<file path="config.mk">
export PLATFORM = sky130hd
export DESIGN_NAME = branch_predict_resolve
export DESIGN_NICKNAME = d
export VERILOG_FILES = /design/src/rtl/branch_predict_resolve.sv
export SDC_FILE = /design/constraint.sdc
export NUM_CORES = 1
export LEC_CHECK = 0
export ABC_AREA = 0
export BUFFER_PORTS_ARGS = -buffer_cell sky130_fd_sc_hd__buf_2
export CAP_MARGIN = 20
export CORE_MARGIN = 4
export CORE_UTILIZATION = 56
export DETAILED_ROUTE_END_ITERATION = 10
export PLACE_DENSITY = 0.81
export SETUP_SLACK_MARGIN = 0.2
export SLEW_MARGIN = 20
export SYNTH_ARGS = -nofsm -noshare
export SYNTH_HDL_FRONTEND = slang
export SYNTH_SLANG_ARGS = --single-unit
</file>
<file path="constraint.sdc">
create_clock -name clk -period 6.6 [get_ports clk]
set_input_delay 1.32 -clock clk [delete_from_list [all_inputs] [get_ports clk]]
set_output_delay 1.32 -clock clk [all_outputs]
set_load 0.005 [all_outputs]
</file>
<file path="src/rtl/branch_predict_resolve.sv">
// branch_predict_resolve
//   Resolves RV32I conditional branches in Execute, registers the outcome
//   into Memory, and keeps a direct-mapped bimodal table of 2-bit
//   saturating counters. Fetch reads the table to predict. Resolved branches
//   train the table. Totals of branches and mispredicts are kept.
// Ports
//   clk, rst      rising-edge clock, asynchronous active-high reset
//   PCF           Fetch PC; lookup index = PCF[BHT_BITS+1:2]
//   PredTakenF    combinational prediction (MSB of the indexed counter)
//   BranchE       branch op: 1 BEQ, 2 BNE, 3 BLT, 4 BGE, 5 BLTU, 6 BGEU, 0/7 none
//   PCE           Execute PC; update index = PCE[BHT_BITS+1:2]
//   PredTakenE    prediction that was made for the Execute instruction
//   A_E, B_E      forwarded rs1/rs2 operands
//   FlushE        squashes the Execute instruction (no resolve, no update)
//   TakenM        registered resolved outcome
//   MispredictM   registered mispredict flag
//   BranchValidM  registered: a valid branch resolved last cycle
//   BranchCount   total resolved branches (wraps)
//   MispredCount  total mispredicted branches (wraps)
module branch_predict_resolve #(
  parameter int XLEN     = 32,
  parameter int BHT_BITS = 6,
  parameter int CNT_W    = 16
) (
  input  logic             clk,
  input  logic             rst,
  input  logic [XLEN-1:0]  PCF,
  output logic             PredTakenF,
  input  logic [2:0]       BranchE,
  input  logic [XLEN-1:0]  PCE,
  input  logic             PredTakenE,
  input  logic [XLEN-1:0]  A_E,
  input  logic [XLEN-1:0]  B_E,
  input  logic             FlushE,
  output logic             TakenM,
  output logic             MispredictM,
  output logic             BranchValidM,
  output logic [CNT_W-1:0] BranchCount,
  output logic [CNT_W-1:0] MispredCount
);

  localparam int unsigned ENTRIES = 1 << BHT_BITS;

  typedef enum logic [2:0] {
    BR_NONE0 = 3'b000,
    BR_EQ    = 3'b001,
    BR_NE    = 3'b010,
    BR_LT    = 3'b011,
    BR_GE    = 3'b100,
    BR_LTU   = 3'b101,
    BR_GEU   = 3'b110,
    BR_NONE7 = 3'b111
  } br_op_e;

  logic [1:0]          r_bht [ENTRIES];
  logic                r_taken_m;
  logic                r_mispred_m;
  logic                r_valid_m;
  logic [CNT_W-1:0]    r_bcnt;
  logic [CNT_W-1:0]    r_mcnt;

  br_op_e              w_op;
  logic [BHT_BITS-1:0] w_fetch_idx;
  logic [BHT_BITS-1:0] w_upd_idx;
  logic                w_eq;
  logic                w_lt;
  logic                w_ltu;
  logic                w_valid;
  logic                w_taken;
  logic                w_mispred;
  logic [1:0]          w_cnt_cur;
  logic [1:0]          w_cnt_nxt;

  assign w_op        = br_op_e'(BranchE);
  assign w_fetch_idx = PCF[BHT_BITS+1:2];
  assign w_upd_idx   = PCE[BHT_BITS+1:2];

  assign w_eq  = (A_E == B_E);
  assign w_lt  = ($signed(A_E) < $signed(B_E));
  assign w_ltu = (A_E < B_E);

  always_comb begin
    w_valid = 1'b0;
    w_taken = 1'b0;
    case (w_op)
      BR_EQ:   begin w_valid = 1'b1; w_taken = w_eq;   end
      BR_NE:   begin w_valid = 1'b1; w_taken = !w_eq;  end
      BR_LT:   begin w_valid = 1'b1; w_taken = w_lt;   end
      BR_GE:   begin w_valid = 1'b1; w_taken = !w_lt;  end
      BR_LTU:  begin w_valid = 1'b1; w_taken = w_ltu;  end
      BR_GEU:  begin w_valid = 1'b1; w_taken = !w_ltu; end
      default: begin w_valid = 1'b0; w_taken = 1'b0;   end
    endcase
    if (FlushE) begin
      w_valid = 1'b0;
      w_taken = 1'b0;
    end
  end

  assign w_mispred = w_valid & (w_taken ^ PredTakenE);

  // Saturating counter step: 00 <-> 01 <-> 10 <-> 11
  assign w_cnt_cur = r_bht[w_upd_idx];
  always_comb begin
    w_cnt_nxt = w_cnt_cur;
    if (w_taken) begin
      if (w_cnt_cur != 2'b11) w_cnt_nxt = w_cnt_cur + 2'd1;
    end else begin
      if (w_cnt_cur != 2'b00) w_cnt_nxt = w_cnt_cur - 2'd1;
    end
  end

  // Prediction reads the pre-edge array; no write-to-read bypass.
  assign PredTakenF = r_bht[w_fetch_idx][1];

  always_ff @(posedge clk or posedge rst) begin
    if (rst) begin
      for (int unsigned i = 0; i < ENTRIES; i++) r_bht[i] <= 2'b01;
    end else if (w_valid) begin
      r_bht[w_upd_idx] <= w_cnt_nxt;
    end
  end

  always_ff @(posedge clk or posedge rst) begin
    if (rst) begin
      r_valid_m   <= 1'b0;
      r_taken_m   <= 1'b0;
      r_mispred_m <= 1'b0;
      r_bcnt      <= '0;
      r_mcnt      <= '0;
    end else begin
      r_valid_m   <= w_valid;
      r_taken_m   <= w_taken;
      r_mispred_m <= w_mispred;
      if (w_valid)   r_bcnt <= r_bcnt + 1'b1;
      if (w_mispred) r_mcnt <= r_mcnt + 1'b1;
    end
  end

  assign TakenM       = r_taken_m;
  assign MispredictM  = r_mispred_m;
  assign BranchValidM = r_valid_m;
  assign BranchCount  = r_bcnt;
  assign MispredCount = r_mcnt;

endmodule

</file>
Word level (Yosys, flattened, before mapping). Cells that the tools add are included.

$add $sub $neg: 4. Order comparisons: 5. Equal/unequal tests: 8. Multiplexer cells: 16. Bitwise operators: 4. Reductions and logical operators: 6.

Operator list (number): $bwmux W128 (1); $lt A32 B32 Y1 (2); $add A16 B1 Y16 const B (2); $eq A32 B32 Y1 (1); $bmux W2 S6 (2); $mux W2 (8); $ge A7 B7 Y1 const B (2); $not A6 Y7 (2); $demux W2 S6 (1); $eq A3 B3 Y1 const B (3); $lt A7 B1 Y1 const B (1); $eq A3 B2 Y1 const B (2); $pmux W1 S6 (1); $reduce_or A6 Y1 (1); $eq A3 B1 Y1 const B (1); $logic_not A1 Y1 (3); $mux W1 (3); $add A2 B1 Y2 const B (1); $ne A2 B2 Y1 const B (1); $reduce_bool A2 Y1 (1); $sub A2 B1 Y2 const B (1); $and A1 B1 Y1 (1); $logic_and A1 B1 Y1 (1); $xor A1 B1 Y1 (1).

Register bits after elaboration: 163. Input bits: 135. Output and inout port bits: 36. Logic and storage cells: 112.

Logic depth before layout (Yosys ltp). Gate-level depths: netlist of the first run.

Depth after elaboration: 8. Depth in mapped cells: 14. Depth with buffers taken out: 12.

Worst setup path after synthesis of the first run. OpenSTA, ideal clock, no wires.

Kind: input-to-output. From: input PCF[2]. To: output PredTakenF. Arrival: 3.732 ns. Data required time: 5.280 ns. Path slack: 1.548 ns. Stages on the path: 5. Path buffers: 2. Path through: clkbuf_1 buf_1 mux4_2 mux4_2 mux4_2.

Longest elaborated chain between the ends: 4.

RTL lines: start: declaration (line 27) `input logic [XLEN-1:0] PCF,`; $not A6 Y7 (implied by the code) (line 114) `assign PredTakenF = r_bht[w_fetch_idx][1];`; $bmux W2 S6 (line 114); $mux W2 (implied by the code) (2 in a row) (line 114); end: declaration (line 28) `output logic PredTakenF,`.

No other way between the ends. The select of a mux whose other input is x is not followed.

Final worst setup path of the first run.
From: input PCE[4]. To: register r_bht[122] (netlist bit).

Longest elaborated chain between the ends: 8. Elaborated cells between the ends (all ways): 17. Those cells by class: add/sub: 2; order compare: 2; eq/ne: 1; mux: 9; bitwise: 1; reduce/logical: 2.

RTL lines: start: declaration (line 30) `input logic [XLEN-1:0] PCE,`; $not A6 Y7 (implied by the code) (*) (line 103, 120); $bmux W2 S6 (line 103) `assign w_cnt_cur = r_bht[w_upd_idx];`; $mux W2 (implied by the code) (2 in a row) (line 103); $sub A2 B1 Y2, or another cell as far along (line 109) `if (w_cnt_cur != 2'b00) w_cnt_nxt = w_cnt_cur - 2'd1;`; $mux W2, on equally long branches (line 109, 107); $mux W2 (line 106) `if (w_taken) begin`; $bwmux W128 (*) (line 120) `r_bht[w_upd_idx] <= w_cnt_nxt;`; end signal: indexed assignment (line 120); end: declaration (line 55) `logic [1:0] r_bht [ENTRIES];`.

Mark *: on every way between the ends. The rest lies on a longest branch, timed or not. The select of a mux whose other input is x is not followed. A chain may end at the register's enable or synchronous reset.

==> qor.csv, run 1 <==
stage;metric;value;unit
power;pwr-share-seq;45.5;%
detailed_routing;drt_first_pass_iters;7;
setup_path;end_kind;register;
logic_synthesis;synth_nets;1077;
setup_path;crit_fanout;41;
logic_synthesis;synth-seq-cells;163;
logic_synthesis;ys.flop_type;dfrtp_1;
clocking;cts_buffers;17;
logic_synthesis;yosysUniqueCellTypes;60;
logic_synthesis;async_flop_share;100;%
detailed_routing;post_drt_wl_per_cell;18.4;um
setup_path;crit_arrival;5.36;ns
global_route;grt_use_met3;7.28;%
clocking;insertion_delay;0.43;ns
timing;slew_headroom;30.2;%
logic_synthesis;synthCells;908;
cells_and_area;layout_common_cells;220 x nand2_1, 120 x o21ai_1, 118 x buf_2;
status;outcome;complete, no violations;
global_route;grt_pass1_vias;7396;
setup_path;worstPathRequired;6.94;ns
placed_design;io_buffers;118;
power;comb_power_share;15.0;%
detailed_routing;drtIter0Drc;642;
cells_and_area;final_area;10200;sq um
timing;setup_tns;0;ns
floorplanning;die_y;134;um
cells_and_area;antenna_cells;0;
global_route;gr-usage-all-layers;26.0;%
job;timing.max_cap.violations;0;
timing;max_freq;199;MHz
cells_and_area;layout_commonest_cell;nand2_1;
logic_synthesis;postSynthAreaPerCell;9.85;sq um
timing;finalHoldViolCount;0;
clocking;cts_root_buf;clkbuf_16;
timing;setup_violations;0;
clocking;cts_hold_buf;0;
timing;maxSlewViolCount;0;
timing;grt_setup_unrepaired;false;
timing;tightestPinTransition;1.05;ns
clocking;post-cts-setup-buffers;0;
floorplanning;core-area;15400;sq um
timing;finalClockSkew;0.00770;ns
power;p_leak;4.42;nW
clocking;htree_levels;4;
detailed_routing;vias;7360;
power;p_int;1.91;mW
clocking;cts.path.max_buffers;2;
min_path;holdCritPathClass;reg -> reg;
clocking;cts.clk_slew.worst_paths;0.06;ns
logic_synthesis;netlist_area;8940;sq um
placed_design;dpl_cell_area;9630;sq um
floorplanning;row_count;45;
placed_design;hpwl;15700;um
clocking;postCtsResizedCells;0;
global_route;grt_max_degree;108;
placed_design;gp_congestion;0.932;
setup_path;crit_type;in -> reg;
clocking;clock_sinks;163;
logic_synthesis;ys_seq_area_share;46.5;%
cells_and_area;fill_cells;1195;
cells_and_area;multi_input_area;4330;sq um
global_route;overflow;0;
power;vdd_drop_max;0.000267;V
cells_and_area;fin_nets;1186;
floorplanning;die_width;134;um
floorplanning;ios;171;
setup_path;start_kind;input pin;
global_route;grt_use_met2;42.4;%
logic_synthesis;yosys_warnings;0;
cells_and_area;post-route-util;66.4;%
power;p_sw;695;uW
timing;min_period;5.02;ns
floorplanning;die_area;18000;sq um
power;pwr-share-clk;39.5;%
detailed_routing;detail-route-antenna-nets;0;
cells_and_area;layout-drive-gt1-share;26.9;%
detailed_routing;wirelength;22800;um
timing;post-route-period-util;76.1;%
logic_synthesis;yosys-top-cells-area;dfrtp_1 28%, dfstp_2 19%, nand2_1 9.2%, mux4_2 8.8%, o21ai_1 6.7%;
power;swShare;26.7;%
power;p_per_area;254;nW/um^2
global_route;grt_pass1_wl;37200;um
logic_synthesis;synth_edf_count;0;
detailed_routing;drcViolationCount;0;
global_route;top_usage_layer;met2;
logic_synthesis;yosys.area.top_type;dfrtp_1;
cells_and_area;regArea;4160;sq um
detailed_routing;viasPerCell;5.93;
global_route;antenna_found_initial;2;
clocking;cts_tree;yes;
global_route;use_met1;33.6;%
cells_and_area;syn_to_final_growth;14.6;%
logic_synthesis;synth_top_area_share;27.7;%
floorplanning;start_util;57.9;%
synth_stat cells (4+ instances only):
cell	instances
ha_1	34
buf_2	14
o21ai_0	18
and3_1	15
mux2_2	7
o21ai_1	120
nand4_1	14
nand3_1	27
a222oi_1	4
nor3_1	10
nor2_1	22
clkbuf_1	9
a21oi_1	17
buf_1	4
dfrtp_1	99
a22oi_1	11
buf_6	12
mux4_2	35
mux2i_1	12
nand2_1	220
xnor2_1	30
and2_1	4
dfstp_2	64
a211oi_1	4
inv_1	46
nand2b_1	4
final cells by class:
type	count	area share [%]
Clock buffer	21	4.59
Clock inverter	11	1.45
Inverter	49	1.84
Multi-Input combinational cell	655	42.2
Sequential cell	163	40.6
Tap cell	211	2.58
Timing Repair Buffer	131	6.72
routing by layer:
layer	share of wire, %	vias up
li1	-	3448
met1	40	3499
met2	47	348
met3	9.6	61
met4	2.5	4
met5	0.092	-
flip-flops by register name (all words and copies together), names as in the netlist:
| signal | count |
|---|---|
| MispredictM | 1 |
| BranchValidM | 1 |
| MispredCount | 16 |
| TakenM | 1 |
| BranchCount | 16 |
| r_bht | 128 |
cell families after synthesis:
family	Yosys count	synth area share, %
buffers and inverters	90	5.07
xor gates and xnor gates	32	3.14
DFF	163	46.5
and+or+nand+nor	329	16.0
muxes	54	11.0
AOI/OAI and AO/OA	204	13.3
adders and majority gates	36	5.01
worst max-delay path, stage by stage:
cell	delay (ns)
buf_2	0.77
nand2b_1	0.42
nor2_2	0.60
a22oi_1	0.15
nand2_1	0.14
nor4_1	0.07
o32a_1	0.34
o211ai_1	0.23
maj3_2	0.75
buf_4	0.40
o21ai_0	0.15
power by group through the flow:
stage	Combinational [mW]	Clock, mW	Sequential (mW)
final	0.389	1.03	1.18
after CTS	0.393	1.04	1.18
after global placement	0.379	0	1.19
after detailed placement	0.390	0	1.20
after global routing	0.437	1.08	1.19
after floorplan	0.261	0	1.18
worst paths after layout:
kind                           start    endpoint  slack [ns]  depth (start not counted)
max reg2reg                r_bht[29]  r_bht[122]        3.34                         11
max in group asynchronous        rst   r_bht[13]        4.27                          3
max                           PCE[4]  r_bht[122]        1.58                         11
min in group asynchronous        rst   r_bht[53]        1.09                          2
min reg2reg                r_bht[12]   r_bht[12]        0.46                          2
min                        r_bht[12]   r_bht[12]        0.46                          2
through the flow:
stage          setup slack (ns)  power [mW]  hold WS (ns)  instances
4_1_cts                    1.65        2.62         0.462       1241
3_5_place_dp               1.26        1.59         0.453       1209
2_1_floorplan             0.981        1.45         0.441        908
3_3_place_gp               1.33        1.57         0.448       1209
5_1_grt                    1.35        2.71         0.475       1241
6_report                   1.58        2.60         0.461       1241
Power figures use the tool's default switching activity.
==> run 2: changes to the inputs <==
--- a/config.mk
+++ b/config.mk
@@ -5,13 +5,13 @@
 export SDC_FILE = /design/constraint.sdc
 export NUM_CORES = 1
 export LEC_CHECK = 0
-export ABC_AREA = 0
+export ABC_AREA = 1
 export BUFFER_PORTS_ARGS = -buffer_cell sky130_fd_sc_hd__buf_2
 export CAP_MARGIN = 20
 export CORE_MARGIN = 4
-export CORE_UTILIZATION = 56
+export CORE_UTILIZATION = 58
 export DETAILED_ROUTE_END_ITERATION = 10
-export PLACE_DENSITY = 0.81
+export PLACE_DENSITY = 0.82
 export SETUP_SLACK_MARGIN = 0.2
 export SLEW_MARGIN = 20
 export SYNTH_ARGS = -nofsm -noshare
==> constraint.sdc (replaced) <==
create_clock -name clk -period 5.1 [get_ports clk]
set_input_delay 1.02 -clock clk [delete_from_list [all_inputs] [get_ports clk]]
set_output_delay 1.02 -clock clk [all_outputs]
set_load 0.005 [all_outputs]
==> qor.csv, run 2 <==
stage;metric;value;unit;change
status;outcome;complete, no violations;;
placed_design;dpl.cell_count;1706;;+41%
clocking;clock_sinks;163;;unchanged
setup_path;reg2reg_slack;2.71;ns;-0.63 ns
logic_synthesis;yosysMostFrequentCell;nand2_1;;
timing;post-route-period-util;79.2;%;
clocking;insertion_delay;0.44;ns;about the same
logic_synthesis;synthCells;1410;;+55%
logic_synthesis;yosys.area.top_type;dfrtp_1;;
logic_synthesis;synth_commonest_cells;449 x nand2_1, 167 x inv_1, 145 x nand3_1, 129 x nor2_1, 99 x dfrtp_1;;
min_path;hold_depth;2;;unchanged
clocking;post-cts-setup-buffers;0;;unchanged
clocking;postCtsResizedCells;0;;unchanged
logic_synthesis;yosysUniqueCellTypes;45;;-25%
cells_and_area;layout_common_cells;449 x nand2_1, 166 x inv_1, 145 x nand3_1;;
setup_path;start_kind;input pin;;
placed_design;dpl_cell_area;10900;sq um;+13%
cells_and_area;final_area;11500;sq um;+12%
timing;setup_violations;0;;unchanged
min_path;holdCritPathClass;reg -> reg;;
cells_and_area;layout_commonest_cell;nand2_1;;
timing;tightestPinTransition;0.975;ns;-0.0716 ns
power;swShare;29.7;%;+3.0 points
timing;finalClockSkew;0.0104;ns;+0.00272 ns
timing;max_freq;248;MHz;
global_route;grt_max_degree;125;;+16%
power;p_per_area;286;nW/um^2;+12%
power;pwr-share-clk;39.2;%;-0.3 points
logic_synthesis;synth_top_area_share;24.0;%;-3.7 points
cells_and_area;antenna_cells;0;;unchanged
detailed_routing;drcViolationCount;0;;unchanged
min_path;whs_endpoint;r_bht[104];;
timing;maxSlewViolCount;0;;unchanged
clocking;htree_levels;4;;unchanged
cells_and_area;syn_to_final_growth;11.2;%;
logic_synthesis;async_flop_share;100;%;unchanged
power;p_sw;975;uW;+40%
setup_path;r2r-end;r_bht[25];;
setup_path;end_kind;primary output;;
clocking;cts_tree;yes;;
floorplanning;row_count;48;;+6.7%
floorplanning;ios;171;;unchanged
detailed_routing;drt_first_pass_iters;6;;-1
logic_synthesis;synth_nets;1579;;+47%
detailed_routing;post_drt_wl_per_cell;16.6;um;-9.8%
floorplanning;die_width;141;um;+5.3%
floorplanning;die_y;141;um;+5.3%
cells_and_area;largest_reg_flops;128;;unchanged
cells_and_area;layout-drive-gt1-share;17.8;%;-9.1 points
logic_synthesis;synth-seq-cells;163;;unchanged
global_route;grt_pass1_wl;46900;um;+26%
power;total_power;3.28;mW;+26%
setup_path;r2r_start;r_bht[14];;
logic_synthesis;yosys_warnings;0;;unchanged
detailed_routing;detail-route-antenna-nets;0;;unchanged
setup_path;crit_arrival;3.02;ns;-2.34 ns
floorplanning;core-area;17400;sq um;+13%
detailed_routing;vias;9984;;+36%
setup_path;worstPathRequired;4.08;ns;-2.86 ns
detailed_routing;wirelength;28800;um;+26%
setup_path;ff2ff_path_depth;13;;+2
global_route;antenna_found_initial;1;;-1
setup_path;crit_type;in -> out;;
power;vdd_drop_max;0.000332;V;+24%
placed_design;io_buffers;118;;unchanged
clocking;cts.path.max_buffers;2;;unchanged
cells_and_area;top_register;r_bht;;
timing;setup_ws;1.06;ns;-0.515 ns
power;pwr-share-seq;44.9;%;-0.6 points
cells_and_area;stdcell_count;1738;;+40%
min_path;min_from;r_bht[104];;
global_route;grt_pass1_vias;9585;;+30%
global_route;overflow;0;;unchanged
timing;grt_setup_unrepaired;false;;
cells_and_area;fin_nets;1669;;+41%
setup_path;path_buf_inv;3;;+1
setup_path;crit_chain;buf_2, inv_1, o21ai_0, o22ai_1, o21ai_0, o221a_2, o31ai_1, buf_2;;
setup_path;crit_slowest_cell;inv_1;;
placed_design;gp_congestion;0.963;;+3.4%
clocking;cts_buffers;17;;unchanged
power;p_int;2.31;mW;+21%
setup_path;crit_fanout;32;;-22%
clocking;cts_hold_buf;0;;unchanged
timing;worst_hold_slack;0.468;ns;+0.00637 ns
detailed_routing;drtIter0Drc;1073;;+67%
power;p_leak;5.72;nW;+29%
timing;min_period;4.04;ns;
timing;finalHoldViolCount;0;;unchanged
floorplanning;die_area;20000;sq um;+11%
clocking;cts.clk_slew.worst_paths;0.06;ns;about the same
logic_synthesis;ys_seq_area_share;40.2;%;-6.3 points
global_route;gr-usage-all-layers;29.1;%;+3.1 points
logic_synthesis;postSynthAreaPerCell;7.33;sq um;-26%
clocking;cts_root_buf;clkbuf_16;;
placed_design;hpwl;18400;um;+17%
logic_synthesis;ys.flop_type;dfrtp_1;;
power;comb_power_share;15.9;%;+0.9 points
timing;slew_headroom;34.9;%;+4.7 points
logic_synthesis;synth_edf_count;0;;unchanged
logic_synthesis;netlist_area;10300;sq um;+16%
setup_path;slowest_delay;0.70;ns;-0.07 ns
job;timing.max_cap.violations;0;;unchanged
setup_path;critPathTopFamily;compound AO/OA/AOI/OAI gates;;
timing;setup_tns;0;ns;unchanged
placed_design;place_ws;1.13;ns;-0.128 ns
detailed_routing;viasPerCell;5.74;;-3.1%
floorplanning;start_util;59.5;%;+1.6 points
cells_and_area;post-route-util;66.2;%;-0.21 points
cells_and_area;fill_cells;1449;;+21%
logic_synthesis;yosys-top-cells-area;dfrtp_1 24%, nand2_1 16%, dfstp_2 16%, nand3_1 7.0%, inv_1 6.1%;;
## run 2: cell count changes in the layout (fill, tap and decap cells not counted), moves of 29 or more
cell | previous run | this run
inv_1 | 45 | 166
mux4_2 | 35 | 0
nand2_1 | 220 | 449
nand3_1 | 27 | 145
nor2_1 | 22 | 129
o21ai_0 | 18 | 47
o21ai_1 | 120 | 2
## run 2: worst min-delay path: stages (launching register included)
cell and delay (ns):
dfstp_2 0.37, nand2_1 0.05, nand2_1 0.04
## run 2: area by class of cell
class,instances,area [sq um],area share (%)
Multi-Input combinational cell,1011,5110,44.5
Sequential cell,163,4160,36.2
Inverter,182,694,6.04
Timing Repair Buffer,125,668,5.81
Clock buffer,21,450,3.92
Tap cell,225,282,2.45
Clock inverter,11,130,1.13
## run 2: metal layers
metal / track usage [%] / part of all wire (%) / up-vias
met5: 0 / 0.045 / -
met4: 11.8 / 3.7 / 2
met3: 7.31 / 10 / 98
met2: 47.1 / 46 / 540
met1: 37.5 / 40 / 4611
li1: - / - / 4733
## run 2: logic make-up (layout without fill, tap and decap cells)
family | after synthesis | in the layout | share of synthesized area [%]
compound gates | 129 | 129 | 8.10
xor+xnor | 27 | 27 | 2.29
simple gates | 821 | 821 | 34.9
buf+inv | 236 | 339 | 10.4
fa+ha+maj | 34 | 34 | 4.12
flops | 163 | 163 | 40.2
## run 2: worst max path at each step
stage / startpoint / depth (start not counted) / to / slack, ns
after floorplan: PCF[2] / 7 / PredTakenF / 1.97
after global placement: PCF[2] / 8 / PredTakenF / 1.14
after detailed placement: PCF[2] / 8 / PredTakenF / 1.13
after CTS: PCF[2] / 8 / PredTakenF / 1.11
after global routing: PCF[2] / 9 / PredTakenF / 0.92
final: PCF[2] / 8 / PredTakenF / 1.06
## run 2: power by group through the flow
| stage | logic [mW] | registers, mW | clock network [mW] |
|---|---|---|---|
| after detailed placement | 0.516 | 1.49 | 0 |
| after global routing | 0.586 | 1.48 | 1.34 |
| final | 0.523 | 1.47 | 1.29 |
| after global placement | 0.500 | 1.49 | 0 |
| after floorplan | 0.350 | 1.48 | 0 |
| after CTS | 0.520 | 1.47 | 1.29 |
